`src/rtl/switch_pkg.sv`:
```
// Shared definitions for the switch fabric and its per-output egress ports.
package switch_pkg;

  localparam int DATA_WIDTH = 16;
  localparam int NUM_PORTS  = 4;
  localparam int DEST_WIDTH = 2;

  typedef enum logic {
    EGR_EMPTY = 1'b0,
    EGR_HOLD  = 1'b1
  } egr_state_t;

endpackage

```
`src/rtl/egress_fifo_ram.sv`:
```
// Egress FIFO storage: synchronous write, asynchronous read.
module egress_fifo_ram #(
  parameter int DATA_WIDTH = 16,
  parameter int DEPTH      = 8
) (
  input  logic                         clk,
  input  logic                         wr_en,
  input  logic [$clog2(DEPTH)-1:0]     wr_addr,
  input  logic [DATA_WIDTH-1:0]        wr_data,
  input  logic [$clog2(DEPTH)-1:0]     rd_addr,
  output logic [DATA_WIDTH-1:0]        rd_data
);

  logic [DATA_WIDTH-1:0] mem [DEPTH];

  always_ff @(posedge clk) begin
    if (wr_en) begin
      mem[wr_addr] <= wr_data;
    end
  end

  assign rd_data = mem[rd_addr];

endmodule

```
`src/rtl/switch_egress_port.sv`:
```
// Egress buffer for one fabric output: FIFO with registered output stage,
// drop-on-full accounting and a sticky overflow flag.
//
//   state     | meaning
//   EGR_EMPTY | no word in the output register, level = 0
//   EGR_HOLD  | output register holds the oldest buffered word
module switch_egress_port #(
  parameter int DATA_WIDTH = switch_pkg::DATA_WIDTH,
  parameter int DEPTH      = 8,
  parameter int CNT_WIDTH  = 8
) (
  input  logic                         clk,
  input  logic                         rst,
  input  logic                         in_valid,
  input  logic [DATA_WIDTH-1:0]        in_data,
  input  logic                         out_ready,
  output logic                         out_valid,
  output logic [DATA_WIDTH-1:0]        out_data,
  output logic [$clog2(DEPTH+1)-1:0]   level,
  output logic [CNT_WIDTH-1:0]         drop_count,
  output logic                         overflow,
  input  logic                         clear_stats
);
  import switch_pkg::*;

  localparam int PTR_W = $clog2(DEPTH);
  localparam int LVL_W = $clog2(DEPTH+1);
  localparam logic [LVL_W-1:0] LVL_FULL = LVL_W'(DEPTH);
  localparam logic [LVL_W-1:0] LVL_ONE  = LVL_W'(1);

  egr_state_t             state, state_next;
  logic [PTR_W-1:0]       wr_ptr, rd_ptr;
  logic [DATA_WIDTH-1:0]  ram_rd_data;
  logic                   push, pop, drop;
  logic                   load_ram, load_bypass, load;

  // Every accepted word goes into the RAM; rd_ptr tracks the next word not yet
  // copied into the output register, so a full FIFO still has a free slot.
  egress_fifo_ram #(
    .DATA_WIDTH (DATA_WIDTH),
    .DEPTH      (DEPTH)
  ) u_ram (
    .clk     (clk),
    .wr_en   (push),
    .wr_addr (wr_ptr),
    .wr_data (in_data),
    .rd_addr (rd_ptr),
    .rd_data (ram_rd_data)
  );

  assign out_valid = (state == EGR_HOLD);
  assign pop       = out_valid & out_ready;
  assign push      = in_valid & ((level < LVL_FULL) | pop);
  assign drop      = in_valid & ~push;
  assign load      = load_ram | load_bypass;

  always_ff @(posedge clk or posedge rst) begin
    if (rst) begin
      state <= EGR_EMPTY;
    end else begin
      state <= state_next;
    end
  end

  always_comb begin
    state_next  = state;
    load_ram    = 1'b0;
    load_bypass = 1'b0;
    case (state)
      EGR_EMPTY: begin
        if (push) begin
          load_bypass = 1'b1;
          state_next  = EGR_HOLD;
        end
      end
      EGR_HOLD: begin
        if (pop) begin
          if (level > LVL_ONE) begin
            load_ram = 1'b1;
          end else if (push) begin
            load_bypass = 1'b1;
          end else begin
            state_next = EGR_EMPTY;
          end
        end
      end
      default: state_next = EGR_EMPTY;
    endcase
  end

  always_ff @(posedge clk or posedge rst) begin
    if (rst) begin
      wr_ptr   <= '0;
      rd_ptr   <= '0;
      level    <= '0;
      out_data <= '0;
    end else begin
      if (push) begin
        wr_ptr <= wr_ptr + PTR_W'(1);
      end
      if (load) begin
        rd_ptr   <= rd_ptr + PTR_W'(1);
        out_data <= load_ram ? ram_rd_data : in_data;
      end
      if (push && !pop) begin
        level <= level + LVL_ONE;
      end else if (pop && !push) begin
        level <= level - LVL_ONE;
      end
    end
  end

  // Clear wins over a drop in the same cycle.
  always_ff @(posedge clk or posedge rst) begin
    if (rst) begin
      drop_count <= '0;
      overflow   <= 1'b0;
    end else if (clear_stats) begin
      drop_count <= '0;
      overflow   <= 1'b0;
    end else if (drop) begin
      overflow <= 1'b1;
      if (drop_count != {CNT_WIDTH{1'b1}}) begin
        drop_count <= drop_count + CNT_WIDTH'(1);
      end
    end
  end

endmodule

```
`config.mk`:
```
export PLATFORM = sky130hd
export DESIGN_NAME = switch_egress_port
export DESIGN_NICKNAME = d
export VERILOG_FILES = /design/src/rtl/switch_pkg.sv /design/src/rtl/egress_fifo_ram.sv /design/src/rtl/switch_egress_port.sv
export SDC_FILE = /design/constraint.sdc
export NUM_CORES = 1
export LEC_CHECK = 0
export BUFFER_PORTS_ARGS = -buffer_cell sky130_fd_sc_hd__buf_2
export CAP_MARGIN = 20
export CORE_MARGIN = 1
export CORE_UTILIZATION = 60
export CTS_CLUSTER_DIAMETER = 120
export CTS_CLUSTER_SIZE = 14
export DETAILED_ROUTE_END_ITERATION = 7
export PLACE_DENSITY = 0.8
export SLEW_MARGIN = 25
export SYNTH_ARGS = -nofsm -noshare
export SYNTH_HDL_FRONTEND = slang
export SYNTH_SLANG_ARGS = --single-unit
export TNS_END_PERCENT = 1
```
`constraint.sdc`:
```
create_clock -name clk -period 3.3 [get_ports clk]
set_input_delay 0 -clock clk [delete_from_list [all_inputs] [get_ports clk]]
set_output_delay 0 -clock clk [all_outputs]
set_load 0.05 [all_outputs]
```
==> metrics.md <==
| Metric | Value |
|---|---|
| Longest Clk Path Bufs | `2` |
| 1st-pass router iterations | `4` |
| First-pass GRT wire length | `20.1 mm` |
| GRT Residual Overflow | `0` |
| VDD IR max | `0.556 mV` |
| Register bit count reported by yosys | `164` |
| Filler cells | `644` |
| Wire per inst | `22.0 um` |
| Final setup viols | `0` |
| Fin. max-slew vios | `0` |
| ANT cells | `0` |
| Synth area leader | `edfxtp_1` |
| Overall routed net length | `13.1 mm` |
| DRT antenna net count | `0` |
| Core Util, Final | `0.732` |
| Post-layout nets | `470` |
| Synth unique cells | `41` |
| Slew headroom | `0.508` |
| Avg Vias per Cell | `5.89` |
| Antenna violations before repair | `0` |
| CP Max Fanout | `9` |
| Worst-margin pin slew | `736 ps` |
| Vias in the first global route | `3,647` |
| Hold slack | `105 ps` |
| DIE AREA | `0.0117 mm^2` |
| Net Count, Synth | `380` |
| # rows | `38` |
| RSZ-0062 raised after global routing | `no` |
| Crit path time final | `2390 ps` |
| Area of the multi-input gates | `0.00189 mm^2` |
| Synth top area share | `0.568` |
| Die X | `108 um` |
| Routed vias | `3,504` |
| Synth top area cells | `edfxtp_1 (57%), dfrtp_1 (13%), mux4_2 (11%)` |
| Worst-Skew Late Latency | `420 ps` |
| Syn avg cell area | `19.2 um^2` |
| Period utilization | `0.723` |
| Gate Count Post-Synth | `352` |
| Core Area | `0.0109 mm^2` |
| Ports | `51` |
| Synth cell count leaders | `edfxtp_1 (128), mux2i_1 (50), dfrtp_1 (36)` |
| Worst slack at placement | `991 ps` |
| Final GP Congestion | `0.830` |
| Total track usage | `0.245` |
| Crit Path Class | `reg -> reg` |
| Maximum operating frequency | `419 MHz` |
| Reg clk slew, reported paths | `70 ps` |
| PortBufs | `50` |
| Setup Skew | `7.75 ps` |
| Setup_tns | `0 ps` |
| Sequential area share after synthesis | `0.701` |
| Area delta synth->final | `18.3%` |
| DPL Wire Length | `8.16 mm` |
| Die Ht | `108 um` |
| Endpoints failing hold | `0` |
| Largest net degree at the start of global routing | `37` |
| Most frequent cell after synthesis | `edfxtp_1` |
| Critical Path RT | `3420 ps` |
| Ys Warns | `0` |
| PwrDens | `917 mW/mm^2` |
| Primary FF master, synth | `edfxtp_1` |
| Post-CTS setup buffer count | `0` |
| Arr. time, crit path | `2500 ps` |
| Root Buffer | `clkbuf_16` |
| CTS buffer count | `17` |
| CTS tree | `yes` |
| CTS sink count | `164` |
| Post-synth design cell area | `0.00677 mm^2` |
| Max cap viols | `0` |
| Hold WC Path Type | `in -> reg` |
| DRT iter0 DRCs | `216` |
| Starting Density | `0.619` |
| Status | `complete, no violations` |
| CTS HTree Levels | `4` |
| Setup WS post-layout | `913 ps` |
| Reg area | `0.00474 mm^2` |
| Number of synthesized flops with an enable pin | `128` |
| Post-synth ARST share | `0.220` |
| P_leak | `3.08 nW` |
| Share of layout cells above drive strength 1 | `0.323` |
| Setup crit end kind | `flop` |
| DRC Markers | `0` |
| Worst setup SP type | `flop` |
-- placed cells by master (no fill, tap or decap), types with 2 or more instances in the layout --
cell type and instances:
edfxtp_1 128, mux2i_1 50, buf_2 50, dfrtp_1 36
mux4_2 32, dlygate4sd3_1 21, clkbuf_16 17, buf_4 16
nor2_1 15, ha_1 7, mux2_2 6, nand2_1 6
inv_1 5, xor2_1 5, nor2b_1 4, nand2b_1 4
clkinv_4 4, nand4_1 3, nand3_1 3, nor3_1 3
xnor2_1 3, inv_6 3, nand2_2 2, a211oi_1 2
and2b_1 2, nor3_2 2, a31oi_1 2, clkinvlp_4 2
bufinv_16 2, clkinv_2 2
-- per-stage QoR --
stage                     instances  area [um^2]  total power [mW]
after global placement          542         7200              5.30
after detailed placement        542         7200              5.39
after floorplan                 352         6770              4.82
after CTS                       595         8010              7.39
final                           595         8010              7.34
after global routing            595         8010              7.64
-- layer usage --
metal / share of wire / vias to the layer above / GRT usage
met5: 0 / - / 0
met4: 0.012 / 0 / 0.0685
met3: 0.031 / 13 / 0.0603
met2: 0.55 / 70 / 0.439
met1: 0.40 / 1849 / 0.297
li1: - / 1572 / -
-- layout make-up --
cell class	count	share of cell area
clock buffers	17	0.0531
repair buffers	87	0.0725
multi-input cells	167	0.236
inverters	5	0.00234
well taps	140	0.0219
clock inverters	15	0.0217
flip-flops and latches	164	0.593
-- report_power, final --
part	switching, mW	total, mW	internal [mW]
clock network	0.830	1.96	1.13
logic	1.49	2.48	0.997
registers	0.263	2.89	2.63
-- path summary, 6_finish.rpt --
kind | startpoint | end | slack, ps | depth (start not counted)
max | out_valid | u_ram.mem[7][5] | 910 | 5
min | in_valid | drop_count[2] | 110 | 4
max reg2reg | out_valid | u_ram.mem[7][5] | 910 | 5
min reg2reg | wr_ptr[0] | wr_ptr[0] | 540 | 1
max in group asynchronous | rst | out_data[5] | 2690 | 4
min in group asynchronous | rst | out_data[14] | 260 | 4
-- cells by family (layout without fill, tap and decap cells) --
family,count (synthesis),after routing,synth area share
muxes,90,90,0.194
AOI/OAI and AO/OA,14,14,0.0203
xor gates and xnor gates,8,8,0.0104
DFF,164,164,0.701
and+or+nand+nor,48,48,0.0368
buffers and inverters,21,124,0.0239
adders and majority gates,7,7,0.0129
-- worst max-delay path, cell delays in order (launching register included) --
cell	delay (ps)
dfrtp_1	490
nand2_2	160
a21boi_2	320
nand2_1	180
nor2_1	610
buf_4	320
-- repair_timing --
item | in CTS | in global routing
resized for setup | 0 | 0
hold buffers | 21 | 0
endpoints found under the hold margin | 169 | 0
-- registers in the layout (all words and copies together) (netlist names) --
register	count
level	4
u_ram.mem	128
rd_ptr	3
out_valid	1
overflow	1
drop_count	8
out_data	16
wr_ptr	3
Power figures use the tool's default switching activity.
